**config.mk**
```make
export PLATFORM = sky130hd
export DESIGN_NAME = line_follow_controller
export DESIGN_NICKNAME = d
export VERILOG_FILES = /design/src/rtl/line_follow_controller.sv
export SDC_FILE = /design/constraint.sdc
export NUM_CORES = 1
export LEC_CHECK = 0
export CORE_ASPECT_RATIO = 0.9
export CORE_UTILIZATION = 30
export DETAILED_ROUTE_END_ITERATION = 10
export SLEW_MARGIN = 20
export SYNTH_ARGS = -nofsm -noshare
export SYNTH_HDL_FRONTEND = slang
export SYNTH_SLANG_ARGS = --single-unit
```
**constraint.sdc**
```tcl
create_clock -name clk -period 10.2 [get_ports clk]
set_input_delay 1.02 -clock clk [delete_from_list [all_inputs] [get_ports clk]]
set_output_delay 1.02 -clock clk [all_outputs]
set_load 0.05 [all_outputs]
```
**src/rtl/line_follow_controller.sv**
```systemverilog
`default_nettype none
// ============================================================================
// Module   : line_follow_controller
// Brief    : Turns the filtered tracker decision code into per-wheel speed,
//            direction and PWM, with ramping and lost-line recovery/halt.
// Revision : 1.0 - initial release
// ============================================================================
module line_follow_controller #(
  parameter int W         = 10,
  parameter int SPD_FAST  = 800,
  parameter int SPD_SLOW  = 400,
  parameter int SPD_SHARP = 300,
  parameter int STABLE_N  = 4,
  parameter int RAMP_DIV  = 16,
  parameter int RAMP_STEP = 32,
  parameter int LOST_N    = 2000,
  parameter int RECOVER_N = 50000
) (
  input  logic         clk,
  input  logic         reset,
  input  logic         enable,
  input  logic [2:0]   track_code,
  input  logic         line_lost,
  output logic [W-1:0] speed_l,
  output logic [W-1:0] speed_r,
  output logic         dir_l,
  output logic         dir_r,
  output logic         pwm_l,
  output logic         pwm_r,
  output logic [1:0]   fsm_state
);

  localparam int c_stab_w = $clog2(STABLE_N + 1);
  localparam int c_div_w  = $clog2(RAMP_DIV + 1);
  localparam int c_lost_w = $clog2(LOST_N + 1);
  localparam int c_rec_w  = $clog2(RECOVER_N + 1);

  localparam logic [c_stab_w-1:0] c_stable_n  = c_stab_w'(STABLE_N);
  localparam logic [c_stab_w-1:0] c_stab_one  = c_stab_w'(1);
  localparam logic [c_div_w-1:0]  c_div_last  = c_div_w'(RAMP_DIV - 1);
  localparam logic [c_div_w-1:0]  c_div_one   = c_div_w'(1);
  localparam logic [c_lost_w-1:0] c_lost_n    = c_lost_w'(LOST_N);
  localparam logic [c_lost_w-1:0] c_lost_one  = c_lost_w'(1);
  localparam logic [c_rec_w-1:0]  c_recover_n = c_rec_w'(RECOVER_N);
  localparam logic [c_rec_w-1:0]  c_rec_one   = c_rec_w'(1);

  localparam logic [W-1:0] c_fast  = W'(SPD_FAST);
  localparam logic [W-1:0] c_slow  = W'(SPD_SLOW);
  localparam logic [W-1:0] c_sharp = W'(SPD_SHARP);
  localparam logic [W-1:0] c_step  = W'(RAMP_STEP);
  localparam logic [W-1:0] c_one   = W'(1);

  localparam logic [2:0] c_code_l        = 3'b000;
  localparam logic [2:0] c_code_r        = 3'b001;
  localparam logic [2:0] c_code_straight = 3'b010;
  localparam logic [2:0] c_code_stop     = 3'b011;
  localparam logic [2:0] c_code_sharp_l  = 3'b100;
  localparam logic [2:0] c_code_sharp_r  = 3'b101;

  typedef enum logic [1:0] {
    ST_IDLE    = 2'b00,
    ST_RUN     = 2'b01,
    ST_RECOVER = 2'b10,
    ST_HALT    = 2'b11
  } state_t;

  state_t              state_q,     state_d;
  logic [2:0]          cand_q,      cand_d;
  logic [c_stab_w-1:0] stab_cnt_q,  stab_cnt_d;
  logic [2:0]          acc_q,       acc_d;
  logic                last_right_q, last_right_d;
  logic [c_div_w-1:0]  div_cnt_q,   div_cnt_d;
  logic [c_lost_w-1:0] lost_cnt_q,  lost_cnt_d;
  logic [c_stab_w-1:0] found_cnt_q, found_cnt_d;
  logic [c_rec_w-1:0]  rec_cnt_q,   rec_cnt_d;
  logic [W-1:0]        spd_l_q,     spd_l_d;
  logic [W-1:0]        spd_r_q,     spd_r_d;
  logic                dir_l_q,     dir_l_d;
  logic                dir_r_q,     dir_r_d;
  logic [W-1:0]        pwm_cnt_q,   pwm_cnt_d;
  logic                pwm_l_q,     pwm_l_d;
  logic                pwm_r_q,     pwm_r_d;

  logic                w_tick;
  logic                w_tgt_dir_l;
  logic                w_tgt_dir_r;
  logic [W-1:0]        w_tgt_mag_l;
  logic [W-1:0]        w_tgt_mag_r;

  // One ramp tick for one wheel; returns {dir, speed}. A wheel facing the
  // wrong way is brought to rest first and only then turned around.
  function automatic logic [W:0] f_ramp(
    input logic         cur_dir,
    input logic [W-1:0] cur_spd,
    input logic         tgt_dir,
    input logic [W-1:0] tgt_mag
  );
    logic [W-1:0] diff;
    logic [W-1:0] amt;
    logic         nxt_dir;
    logic [W-1:0] nxt_spd;
    nxt_dir = cur_dir;
    nxt_spd = cur_spd;
    if (tgt_dir != cur_dir) begin
      diff = cur_spd;
    end else if (cur_spd > tgt_mag) begin
      diff = cur_spd - tgt_mag;
    end else begin
      diff = tgt_mag - cur_spd;
    end
    amt = (diff > c_step) ? c_step : diff;
    if (tgt_dir != cur_dir) begin
      if (cur_spd == '0) begin
        nxt_dir = tgt_dir;
      end else begin
        nxt_spd = cur_spd - amt;
      end
    end else if (cur_spd > tgt_mag) begin
      nxt_spd = cur_spd - amt;
    end else begin
      nxt_spd = cur_spd + amt;
    end
    return {nxt_dir, nxt_spd};
  endfunction

  // Stability filter: undefined codes may become the candidate but never win.
  always_comb begin
    cand_d       = cand_q;
    stab_cnt_d   = stab_cnt_q;
    acc_d        = acc_q;
    last_right_d = last_right_q;
    if (track_code != cand_q) begin
      cand_d     = track_code;
      stab_cnt_d = c_stab_one;
    end else if (stab_cnt_q != c_stable_n) begin
      stab_cnt_d = stab_cnt_q + c_stab_one;
    end
    if ((stab_cnt_d == c_stable_n) && (cand_d <= c_code_sharp_r)) begin
      acc_d = cand_d;
      case (cand_d)
        c_code_l, c_code_sharp_l: last_right_d = 1'b0;
        c_code_r, c_code_sharp_r: last_right_d = 1'b1;
        default:                  last_right_d = last_right_q;
      endcase
    end
  end

  always_comb begin
    w_tgt_dir_l = dir_l_q;
    w_tgt_dir_r = dir_r_q;
    w_tgt_mag_l = '0;
    w_tgt_mag_r = '0;
    case (state_q)
      ST_RUN: begin
        case (acc_q)
          c_code_straight: begin
            w_tgt_dir_l = 1'b1; w_tgt_mag_l = c_fast;
            w_tgt_dir_r = 1'b1; w_tgt_mag_r = c_fast;
          end
          c_code_l: begin
            w_tgt_dir_l = 1'b1; w_tgt_mag_l = c_slow;
            w_tgt_dir_r = 1'b1; w_tgt_mag_r = c_fast;
          end
          c_code_r: begin
            w_tgt_dir_l = 1'b1; w_tgt_mag_l = c_fast;
            w_tgt_dir_r = 1'b1; w_tgt_mag_r = c_slow;
          end
          c_code_sharp_l: begin
            w_tgt_dir_l = 1'b0; w_tgt_mag_l = c_sharp;
            w_tgt_dir_r = 1'b1; w_tgt_mag_r = c_fast;
          end
          c_code_sharp_r: begin
            w_tgt_dir_l = 1'b1; w_tgt_mag_l = c_fast;
            w_tgt_dir_r = 1'b0; w_tgt_mag_r = c_sharp;
          end
          default: begin
            w_tgt_mag_l = '0;
            w_tgt_mag_r = '0;
          end
        endcase
      end
      ST_RECOVER: begin
        // Spin toward the side the line was last seen on.
        if (last_right_q) begin
          w_tgt_dir_l = 1'b1; w_tgt_mag_l = c_fast;
          w_tgt_dir_r = 1'b0; w_tgt_mag_r = c_sharp;
        end else begin
          w_tgt_dir_l = 1'b0; w_tgt_mag_l = c_sharp;
          w_tgt_dir_r = 1'b1; w_tgt_mag_r = c_fast;
        end
      end
      default: begin
        w_tgt_mag_l = '0;
        w_tgt_mag_r = '0;
      end
    endcase
  end

  always_comb begin
    w_tick    = (div_cnt_q == c_div_last);
    div_cnt_d = w_tick ? '0 : (div_cnt_q + c_div_one);
    {dir_l_d, spd_l_d} = {dir_l_q, spd_l_q};
    {dir_r_d, spd_r_d} = {dir_r_q, spd_r_q};
    if (w_tick) begin
      {dir_l_d, spd_l_d} = f_ramp(dir_l_q, spd_l_q, w_tgt_dir_l, w_tgt_mag_l);
      {dir_r_d, spd_r_d} = f_ramp(dir_r_q, spd_r_q, w_tgt_dir_r, w_tgt_mag_r);
    end
  end

  always_comb begin
    state_d     = state_q;
    lost_cnt_d  = '0;
    found_cnt_d = '0;
    rec_cnt_d   = '0;
    case (state_q)
      ST_IDLE: begin
        if (enable) state_d = ST_RUN;
      end
      ST_RUN: begin
        if (line_lost) begin
          lost_cnt_d = (lost_cnt_q == c_lost_n) ? lost_cnt_q : (lost_cnt_q + c_lost_one);
        end
        if (!enable) begin
          state_d = ST_IDLE;
        end else if (lost_cnt_d == c_lost_n) begin
          state_d = ST_RECOVER;
        end
      end
      ST_RECOVER: begin
        rec_cnt_d = (rec_cnt_q == c_recover_n) ? rec_cnt_q : (rec_cnt_q + c_rec_one);
        if (!line_lost) begin
          found_cnt_d = (found_cnt_q == c_stable_n) ? found_cnt_q : (found_cnt_q + c_stab_one);
        end
        // Finding the line again wins over a timeout landing on the same cycle.
        if (!enable) begin
          state_d = ST_IDLE;
        end else if (found_cnt_d == c_stable_n) begin
          state_d = ST_RUN;
        end else if (rec_cnt_d == c_recover_n) begin
          state_d = ST_HALT;
        end
      end
      ST_HALT: begin
        if (!enable) state_d = ST_IDLE;
      end
      default: begin
        state_d = ST_IDLE;
      end
    endcase
  end

  always_comb begin
    pwm_cnt_d = pwm_cnt_q + c_one;
    pwm_l_d   = (pwm_cnt_q < spd_l_q);
    pwm_r_d   = (pwm_cnt_q < spd_r_q);
  end

  always_ff @(posedge clk) begin
    if (reset) begin
      state_q      <= ST_IDLE;
      cand_q       <= c_code_stop;
      stab_cnt_q   <= '0;
      acc_q        <= c_code_stop;
      last_right_q <= 1'b0;
      div_cnt_q    <= '0;
      lost_cnt_q   <= '0;
      found_cnt_q  <= '0;
      rec_cnt_q    <= '0;
      spd_l_q      <= '0;
      spd_r_q      <= '0;
      dir_l_q      <= 1'b1;
      dir_r_q      <= 1'b1;
      pwm_cnt_q    <= '0;
      pwm_l_q      <= 1'b0;
      pwm_r_q      <= 1'b0;
    end else begin
      state_q      <= state_d;
      cand_q       <= cand_d;
      stab_cnt_q   <= stab_cnt_d;
      acc_q        <= acc_d;
      last_right_q <= last_right_d;
      div_cnt_q    <= div_cnt_d;
      lost_cnt_q   <= lost_cnt_d;
      found_cnt_q  <= found_cnt_d;
      rec_cnt_q    <= rec_cnt_d;
      spd_l_q      <= spd_l_d;
      spd_r_q      <= spd_r_d;
      dir_l_q      <= dir_l_d;
      dir_r_q      <= dir_r_d;
      pwm_cnt_q    <= pwm_cnt_d;
      pwm_l_q      <= pwm_l_d;
      pwm_r_q      <= pwm_r_d;
    end
  end

  assign speed_l   = spd_l_q;
  assign speed_r   = spd_r_q;
  assign dir_l     = dir_l_q;
  assign dir_r     = dir_r_q;
  assign pwm_l     = pwm_l_q;
  assign pwm_r     = pwm_r_q;
  assign fsm_state = state_q;

endmodule
`default_nettype wire

```
==> results.toml, run 1 <==
[pwr]
pwr-share-clk_pct = 42.6
vdd_drop_max_mv = 0.0611
internal_power_mw = 0.610
swShare_pct = 29.8
p_comb_share_pct = 19.8
seq_power_share_pct = 37.5
p_leak_nw = 3.57
total_power_mw = 0.868
power_switching_mw = 0.259
power_density_mw_per_mm2 = 100

[setup_path]
cp_max_fo = 8
crit_path_start = "fsm_state[0]$_SDFFE_PP0P_"
rr_startpoint = "fsm_state[0]$_SDFFE_PP0P_"
r2r_slack_ps = 3090
worstSetupPathType = "flop to flop"
cp.required_ps = 10440
cp-start-kind = "flop"
critical_path_arrival_ps = 7350
cp-end-kind = "flop"
slowest_stage = "dfxtp_1"
critPathMaxStageDelay_ps = 400
crit_top_cell = "o21ai_0"

[global_routing]
grt_overflow = 0
grt_pass1_wl_mm = 32.1
grt_pass1_vias = 6389
antenna_found_initial = 0
groute.usage.overall_pct = 15.0
grt_max_degree = 61

[synth]
synth_top_family_by_area = "simple AND/OR/NAND/NOR gates"
synthSimpleGateAreaFrac_pct = 25.5
async_flop_share_pct = 0
netlist_area_mm2 = 0.00768
synthXorXnorAreaFrac_pct = 6.16
yosysWarnings = 0
ys_seq_area_share_pct = 21.1
synth_seq_cells = 81
synthAdderAreaFrac_pct = 17.2
avgSynthCellArea_um2 = 7.80
ys.flop_type = "dfxtp_1"
muxShareOfSynthArea_pct = 3.47
syn-instance-count = 984
synth_compound_area_share_pct = 20.7
synth.distinct_cells = 86
synth_edf_count = 0

[timing]
setup_viol = 0
rsz0062_at_grt = "false"
finalMaxSlewViolations = 0
layout_worst_path_cycle_share_pct = 69.7
hold_ws_ps = 469
clock.fmax_ghz = 0.141
fin_skew_ps = 10.7
tns_ps = 0
period_needed_ps = 7110
finalHoldViolations = 0
slew_headroom_pct = 30.9
tightest_slew_ps = 1040
setup_ws_ps = 3090

[route]
drt-total-wl_mm = 19.1
drtIter0Drc = 450
drc_errors = 1
vias = 6866
ant_nets = 0
dr.pass1.iters = 11
vias_per_cell = 5.07
wl_per_cell_um = 14.1

[floorplanning]
io_pins = 33
coreArea_mm2 = 0.0251
rows = 55
die_x_um = 171
dieArea_mm2 = 0.0262
start_util_pct = 30.6
die_h_um = 154

[clocking]
post_cts_resized = 0
cts_hold_buf = 0
cts_buffers = 9
htree_levels = 3
cts.sinks = 81
clockBufferDepth = 2
worst_skew_pair.late_latency_ps = 360
cts-root-buf = "clkbuf_16"
cts_tree = "built"
path_clk_slew_ps = 70
postCtsSetupBuffers = 0

[status]
status = "complete, but fails checks"
failed_checks = "DRC"

[placed_design]
dp.final_hpwl_mm = 14.6
port_buffers = 32
routabilityCongestion = 0.869
pre_cts_ws_ps = 3210

[worst_hold_path]
hp-class = "flop to flop"
min-delay-start = "div_cnt_q[0]$_SDFF_PP0_"

[cells_and_area]
drive_gt1_share_pct = 5.63
diodes = 0
areaGrowthSynthToFinish_pct = 12.6
mostFrequentLayoutCell = "nor2_1"
finalNetCount = 1117
final_cell_mix = "nor2_1, ha_1, dfxtp_1, inv_1, a21oi_1"
fillers = 2648

[flow_run]
maxCapViolations = 0
[power groups by stage]
stage               combinational, mW  sequential (mW)  clock [mW]
finish                          0.172            0.326       0.370
global route                    0.191            0.327       0.399
CTS                             0.171            0.326       0.385
detailed placement              0.170            0.333           0
global placement                0.169            0.333           0
floorplan                       0.129            0.337           0
[logic make-up after synthesis]
kind of cell    count (synthesis)
simple gates                  378
compound gates                236
buf+inv                       105
fa+ha+maj                     102
flops                          81
xor+xnor                       54
mux                            26
other cells                     2
[worst max-delay path: cells and delay by family (launching register included)]
| family | cells | cell delay (ps) |
|---|---|---|
| multiplexers | 2 | 450 |
| flip-flops | 1 | 400 |
| adder cells (fa/ha/maj) | 4 | 1250 |
| AND/OR/NAND/NOR | 8 | 1990 |
| AO/OA/AOI/OAI | 13 | 2620 |
| buffers and inverters | 2 | 260 |
[registers in the layout, summed over array words and instances (netlist names)]
| name | count |
|---|---|
| dir_l | 1 |
| lost_cnt_q | 11 |
| pwm_l | 1 |
| last_right_q | 1 |
| pwm_cnt_q | 10 |
| dir_r | 1 |
| cand_q | 3 |
| acc_q | 3 |
| pwm_r | 1 |
| found_cnt_q | 3 |
| rec_cnt_q | 16 |
| speed_r | 10 |
| stab_cnt_q | 3 |
| div_cnt_q | 5 |
| fsm_state | 2 |
| speed_l | 10 |
[Yosys cell counts (all sizes together), types with 6 or more instances]
library cell / instances / area [µm²]
a31oi: 10 / 62.6
nand2b: 16 / 100
nor4: 8 / 56.3
or2: 12 / 75.1
o21ai: 41 / 205
a21o: 25 / 189
o211ai: 8 / 60.1
o21bai: 10 / 75.1
buf: 9 / 73.8
and2: 8 / 52.6
or3: 21 / 135
nor2b: 18 / 113
nor4b: 6 / 52.6
nor3: 30 / 155
nand2: 61 / 229
a211oi: 13 / 97.6
a221oi: 7 / 78.8
fa: 6 / 120
xnor2: 26 / 228
dfxtp: 81 / 1620
a21oi: 71 / 359
mux2i: 21 / 210
inv: 71 / 267
nor2: 111 / 419
a211o: 6 / 52.6
and3: 14 / 88.8
nand3: 29 / 145
xor2: 28 / 245
nand3b: 10 / 75.1
nand4: 12 / 75.1
o31ai: 6 / 45.0
clkbuf: 24 / 90.1
ha: 96 / 1200
nor3b: 7 / 52.6
[cell type report]
cell class | instances | area [µm²] | area share [%]
Multi-Input combinational cell | 810 | 5660 | 65.5
Clock buffer | 9 | 225 | 2.60
Inverter | 71 | 267 | 3.08
Timing Repair Buffer | 35 | 338 | 3.91
Tap cell | 342 | 428 | 4.95
Clock inverter | 7 | 109 | 1.26
Sequential cell | 81 | 1620 | 18.7
[path summary, 6_finish.rpt]
kind | endpoint | cells after the start
min | div_cnt_q[0]$_SDFF_PP0_ | 1
min reg2reg | div_cnt_q[0]$_SDFF_PP0_ | 1
max reg2reg | speed_l[9]$_SDFFE_PP0P_ | 29
max | speed_l[9]$_SDFFE_PP0P_ | 29
[stage by stage]
stage / cells / area (µm²) / util [%]
2_1_floorplan: 996 / 7720 / -
3_3_place_gp: 1339 / 8320 / 33.1
3_5_place_dp: 1339 / 8320 / 33.1
4_1_cts: 1355 / 8650 / 34.4
5_1_grt: 1355 / 8650 / 34.4
6_report: 1355 / 8650 / 34.4
[metal layers]
layer  wire [µm]  global-route usage, %
met1       10000                   22.0
met2        8070                   22.5
met5           0                      0
met4         193                   3.69
met3         790                   2.45
Power figures use the tool's default switching activity.
==> run 2: changes to the inputs <==
Clock period 10.2 ns to 6.1 ns, I/O delays scaled along.
==> run 2 against run 1 <==
Effect of this change: the run now ends clean; sequential cell count is the same; cell count grew 5.6%; global-route usage grew 0.78 points; combinational power grew 100%; power grew 74%; worst hold slack is essentially flat; clock skew is essentially flat; fmax grew 21%; non-clock buffer count grew 76; register-to-register slack lost 2800 ps; critical path type unchanged.
==> results.toml, run 2 (synthesis gave the netlist of run 1 again) <==
[route]
drt-total-wl_mm = 20.6
wl_met1_mm = 10.5
drc_errors = 0
met3_length_um = 877
vias = 7281
drtIter0Drc = 439
vias_per_cell = 5.09
dr.pass1.iters = 4
wl_per_cell_um = 14.4
top_layer_used = "met4"
dr_wl_met2_mm = 8.94
ant_nets = 0

[global_routing]
grt_pass1_wl_mm = 33.9
grt_pass1_vias = 6830
grt_max_degree = 40
grt_overflow = 0
antenna_found_initial = 0
groute.usage.overall_pct = 15.8

[clocking]
path_clk_slew_ps = 70
cts.sinks = 81
worst_skew_pair.late_latency_ps = 350
clockBufferDepth = 2
htree_levels = 3
cts-root-buf = "clkbuf_16"
cts_tree = "built"
cts_buffers = 9

[setup_path]
worstSetupPathType = "flop to flop"
reg2reg_to = "speed_r[9]$_SDFFE_PP0P_"
critPathMaxStageDelay_ps = 540
rr_startpoint = "fsm_state[1]$_SDFFE_PP0P_"
cp_max_fo = 6
cp.required_ps = 6340
slowest_stage = "or4_4"
cp-end-kind = "flop"
critical_path_arrival_ps = 6090
r2r_slack_ps = 250
worst_r2r_path_depth = 32
endpoint = "speed_r[9]$_SDFFE_PP0P_"
crit_path_start = "fsm_state[1]$_SDFFE_PP0P_"
cp-start-kind = "flop"

[floorplanning]
rows = 55
start_util_pct = 30.6
coreArea_mm2 = 0.0251
dieArea_mm2 = 0.0262
io_pins = 33
die_h_um = 154
die_x_um = 171

[cells_and_area]
drive_gt1_share_pct = 17.4
final-instance-count-excl-fill = 1431
areaGrowthSynthToFinish_pct = 23.8
fillers = 2594
finalNetCount = 1193
largest_register_ffs = 16
final_util_pct = 37.8
top_regs = "rec_cnt_q: 16 flops, lost_cnt_q: 11 flops"
largest_register = "rec_cnt_q"
final_cell_mix = "nor2_1, ha_1, dfxtp_1, buf_4, inv_1"
diodes = 0
mostFrequentLayoutCell = "nor2_1"

[pwr]
vdd_drop_max_mv = 0.134
pwr-share-clk_pct = 40.8
power_density_mw_per_mm2 = 159
internal_power_mw = 1.06
swShare_pct = 29.9
power_switching_mw = 0.454
p_comb_share_pct = 23.2
seq_power_share_pct = 36.0
total_power_mw = 1.51
p_leak_nw = 3.96

[worst_hold_path]
hp-class = "flop to flop"
min-delay-start = "div_cnt_q[0]$_SDFF_PP0_"

[placed_design]
dp_cells = 1404
pre_cts_ws_ps = -52.7
dp.final_hpwl_mm = 15.5
port_buffers = 32
routabilityCongestion = 0.929

[timing]
layout_worst_path_cycle_share_pct = 96.0
hold_ws_ps = 469
period_needed_ps = 5850
finalHoldViolations = 0
clock.fmax_ghz = 0.171
setup_viol = 0
setup_ws_ps = 246
slew_headroom_pct = 49.8
fin_skew_ps = 10.4
finalMaxSlewViolations = 0
tightest_slew_ps = 754

[flow_run]
maxCapViolations = 0

[status]
status = "finished clean"
-- run 2: cell count changes in the layout (fill, tap and decap cells not counted), sizes merged --
cell      before  now
clkinv         1    0
clkinvlp       0    1
buf            4   80
-- run 2: worst min path at each step --
stage                              endpoint  slack [ps]  cells past startpoint
finish              div_cnt_q[0]$_SDFF_PP0_         470                      1
global route        div_cnt_q[0]$_SDFF_PP0_         490                      1
CTS                 div_cnt_q[0]$_SDFF_PP0_         470                      1
detailed placement  div_cnt_q[0]$_SDFF_PP0_         460                      1
global placement    div_cnt_q[0]$_SDFF_PP0_         450                      1
floorplan           pwm_cnt_q[0]$_SDFF_PP0_         430                      1
-- run 2: area by class of cell --
class / count / area [µm²] / area share [%]
Inverter: 71 / 269 / 2.83
Multi-Input combinational cell: 810 / 5930 / 62.4
Sequential cell: 81 / 1630 / 17.2
Tap cell: 342 / 428 / 4.50
Timing Repair Buffer: 111 / 916 / 9.64
Clock buffer: 9 / 225 / 2.37
Clock inverter: 7 / 108 / 1.13
-- run 2: routing by layer --
| layer | vias to the layer above | GRT usage, % |
|---|---|---|
| met3 | 23 | 1.98 |
| met1 | 3399 | 22.7 |
| met5 | - | 0 |
| met2 | 154 | 24.7 |
| met4 | 0 | 3.90 |
| li1 | 3705 | - |
-- run 2: power groups by stage --
stage / Clock [mW] / Sequential, mW / Combinational, mW
2_1_floorplan: 0 / 0.564 / 0.217
3_3_place_gp: 0 / 0.556 / 0.316
3_5_place_dp: 0 / 0.556 / 0.317
4_1_cts: 0.636 / 0.544 / 0.321
5_1_grt: 0.656 / 0.546 / 0.385
6_report: 0.619 / 0.545 / 0.351
-- run 2: worst max-delay path: cells and delay by family (launching register included) --
kind | cells | cell delay (ps)
AO/OA/AOI/OAI | 13 | 2240
adder cells (fa/ha/maj) | 4 | 880
buffers and inverters | 4 | 350
flip-flops | 1 | 360
multiplexers | 1 | 320
AND/OR/NAND/NOR | 10 | 1600
-- run 2: repair_timing --
action,CTS,global route
resized for setup,4,67
buffers inserted,2,9
hold buffers,0,0
setup endpoints to repair,3,6
pin swaps,1,21
-- run 2: metrics by stage --
step / cell area (µm²) / TNS [ps]
5_1_grt: 9510 / -102
3_3_place_gp: 8810 / 0
3_5_place_dp: 8810 / -73.5
2_1_floorplan: 7740 / -44.4
6_report: 9510 / 0
4_1_cts: 9170 / -6.05
==> run 3: changes to the inputs <==
Settings changed: CORE_UTILIZATION 30 to 50, PLACE_DENSITY from default to 0.7.
==> run 3 against run 2 <==
Effect of this change: global-route usage increased by 9.4 points; critical path depth increased by 3; fmax decreased by 0.12%; worst hold slack got worse by 4.3 ps; register-to-register slack about the same; sequential cell count unchanged; non-clock buffer count decreased by 11; die area decreased by 40%; sequential power about the same; utilization increased by 24 points; critical endpoint is now speed_l[9]$_SDFFE_PP0P_; largest power group unchanged; highest routed layer unchanged.
==> results.toml, run 3 (synthesis gave the netlist of run 1 again) <==
[global_routing]
grt_pass1_wl_mm = 32.3
grtUsageMet1_pct = 33.9
grt_max_degree = 61
met3_usage_pct = 4.31
antenna_found_initial = 0
groute.usage.overall_pct = 25.2
use_met2_pct = 41.7
grt.busiest_layer = "met2"
grt_overflow = 0
grt_pass1_vias = 6645

[timing]
fin_skew_ps = 8.20
setup_viol = 0
finalMaxSlewViolations = 0
clock.fmax_ghz = 0.171
finalHoldViolations = 0
layout_worst_path_cycle_share_pct = 96.1
setup_ws_ps = 239
tightest_slew_ps = 776
period_needed_ps = 5860
hold_ws_ps = 464
slew_headroom_pct = 48.2

[setup_path]
cp_max_fo = 4
worstSetupPathType = "flop to flop"
r2r_slack_ps = 240
critical_path_arrival_ps = 6110
cp-start-kind = "flop"
cp.required_ps = 6350
slowest_stage = "dfxtp_4"
critPathMaxStageDelay_ps = 360
cp-end-kind = "flop"
rr_startpoint = "fsm_state[1]$_SDFFE_PP0P_"
crit_path_start = "fsm_state[1]$_SDFFE_PP0P_"

[route]
vias = 7285
drtIter0Drc = 441
wl_per_cell_um = 15.6
vias_per_cell = 5.71
ant_nets = 0
dr.pass1.iters = 5
drc_errors = 0
drt-total-wl_mm = 19.9

[clocking]
htree_levels = 3
path_clk_slew_ps = 70
worst_skew_pair.late_latency_ps = 350
clockBufferDepth = 2
cts_hold_buf = 0
cts_tree = "built"
cts_buffers = 9
cts.sinks = 81
cts-root-buf = "clkbuf_16"

[status]
status = "finished clean"

[cells_and_area]
final_cell_mix = "nor2_1, ha_1, dfxtp_1, buf_4, inv_1"
areaGrowthSynthToFinish_pct = 19.6
drive_gt1_share_pct = 15.4
top_regs = "rec_cnt_q: 16 flops, lost_cnt_q: 11 flops"
postLayoutCellArea_mm2 = 0.00918
largest_register = "rec_cnt_q"
mostFrequentLayoutCell = "nor2_1"
largest_register_ffs = 16
finalNetCount = 1182
final-instance-count-excl-fill = 1276
final_util_pct = 61.7
fillers = 1335
diodes = 0

[pwr]
power_density_mw_per_mm2 = 163
vdd_drop_max_mv = 0.141
p_leak_nw = 3.90

[placed_design]
pre_cts_ws_ps = -10.3
dp.final_hpwl_mm = 14.8
dpl_cell_area_mm2 = 0.00858
port_buffers = 32
routabilityCongestion = 0.994
dp_cells = 1253

[worst_hold_path]
hp-class = "flop to flop"
min-delay-start = "div_cnt_q[0]$_SDFF_PP0_"

[floorplanning]
die_h_um = 120
dieArea_mm2 = 0.0159
die_x_um = 133
io_pins = 33
rows = 42
start_util_pct = 51.6
coreArea_mm2 = 0.0149

[flow_run]
maxCapViolations = 0
-- run 3: power by group --
part,switching [mW],internal (mW)
registers,0.00829,0.537
logic,0.183,0.147
clock network,0.239,0.384
-- run 3: area by class of cell --
cell class                      count  area (µm²)  area share, %
Tap cell                          198         248           2.70
Timing Repair Buffer              100         826           8.99
Sequential cell                    81        1630           17.8
Inverter                           71         269           2.93
Multi-Input combinational cell    810        5870           64.0
Clock buffer                       11         253           2.75
Clock inverter                      5        83.8          0.913
-- run 3: critical path: cells and delay by family (launching register included) --
family	cells	cell delay [ps]
AO/OA/AOI/OAI	11	1660
AND/OR/NAND/NOR	11	1680
multiplexers	2	470
buffers and inverters	7	800
adder cells (fa/ha/maj)	4	780
flip-flops	1	360
-- run 3: what timing repair did --
| item | CTS | global route |
|---|---|---|
| setup buffers | 0 | 7 |
| pin swaps | 0 | 21 |
| setup endpoints to repair | 3 | 5 |
| resized for setup | 4 | 52 |
-- run 3: per-layer routing --
metal | up-vias | part of all wire [%]
li1 | 3672 | -
met1 | 3393 | 48
met2 | 185 | 46
met3 | 35 | 4.7
met4 | 0 | 1.6
met5 | - | 0
-- run 3: path summary, 6_finish.rpt --
check | endpoint | cells past startpoint
hold / removal | div_cnt_q[0]$_SDFF_PP0_ | 1
setup / recovery | speed_l[9]$_SDFFE_PP0P_ | 35
hold reg to reg | div_cnt_q[0]$_SDFF_PP0_ | 1
setup reg to reg | speed_l[9]$_SDFFE_PP0P_ | 35
-- run 3: through the flow --
stage	setup TNS, ps	total power [mW]
final	0	1.50
after detailed placement	-12.3	0.868
after global routing	-318	1.57
after CTS	0	1.49
after global placement	0	0.867
after floorplan	-44.4	0.781
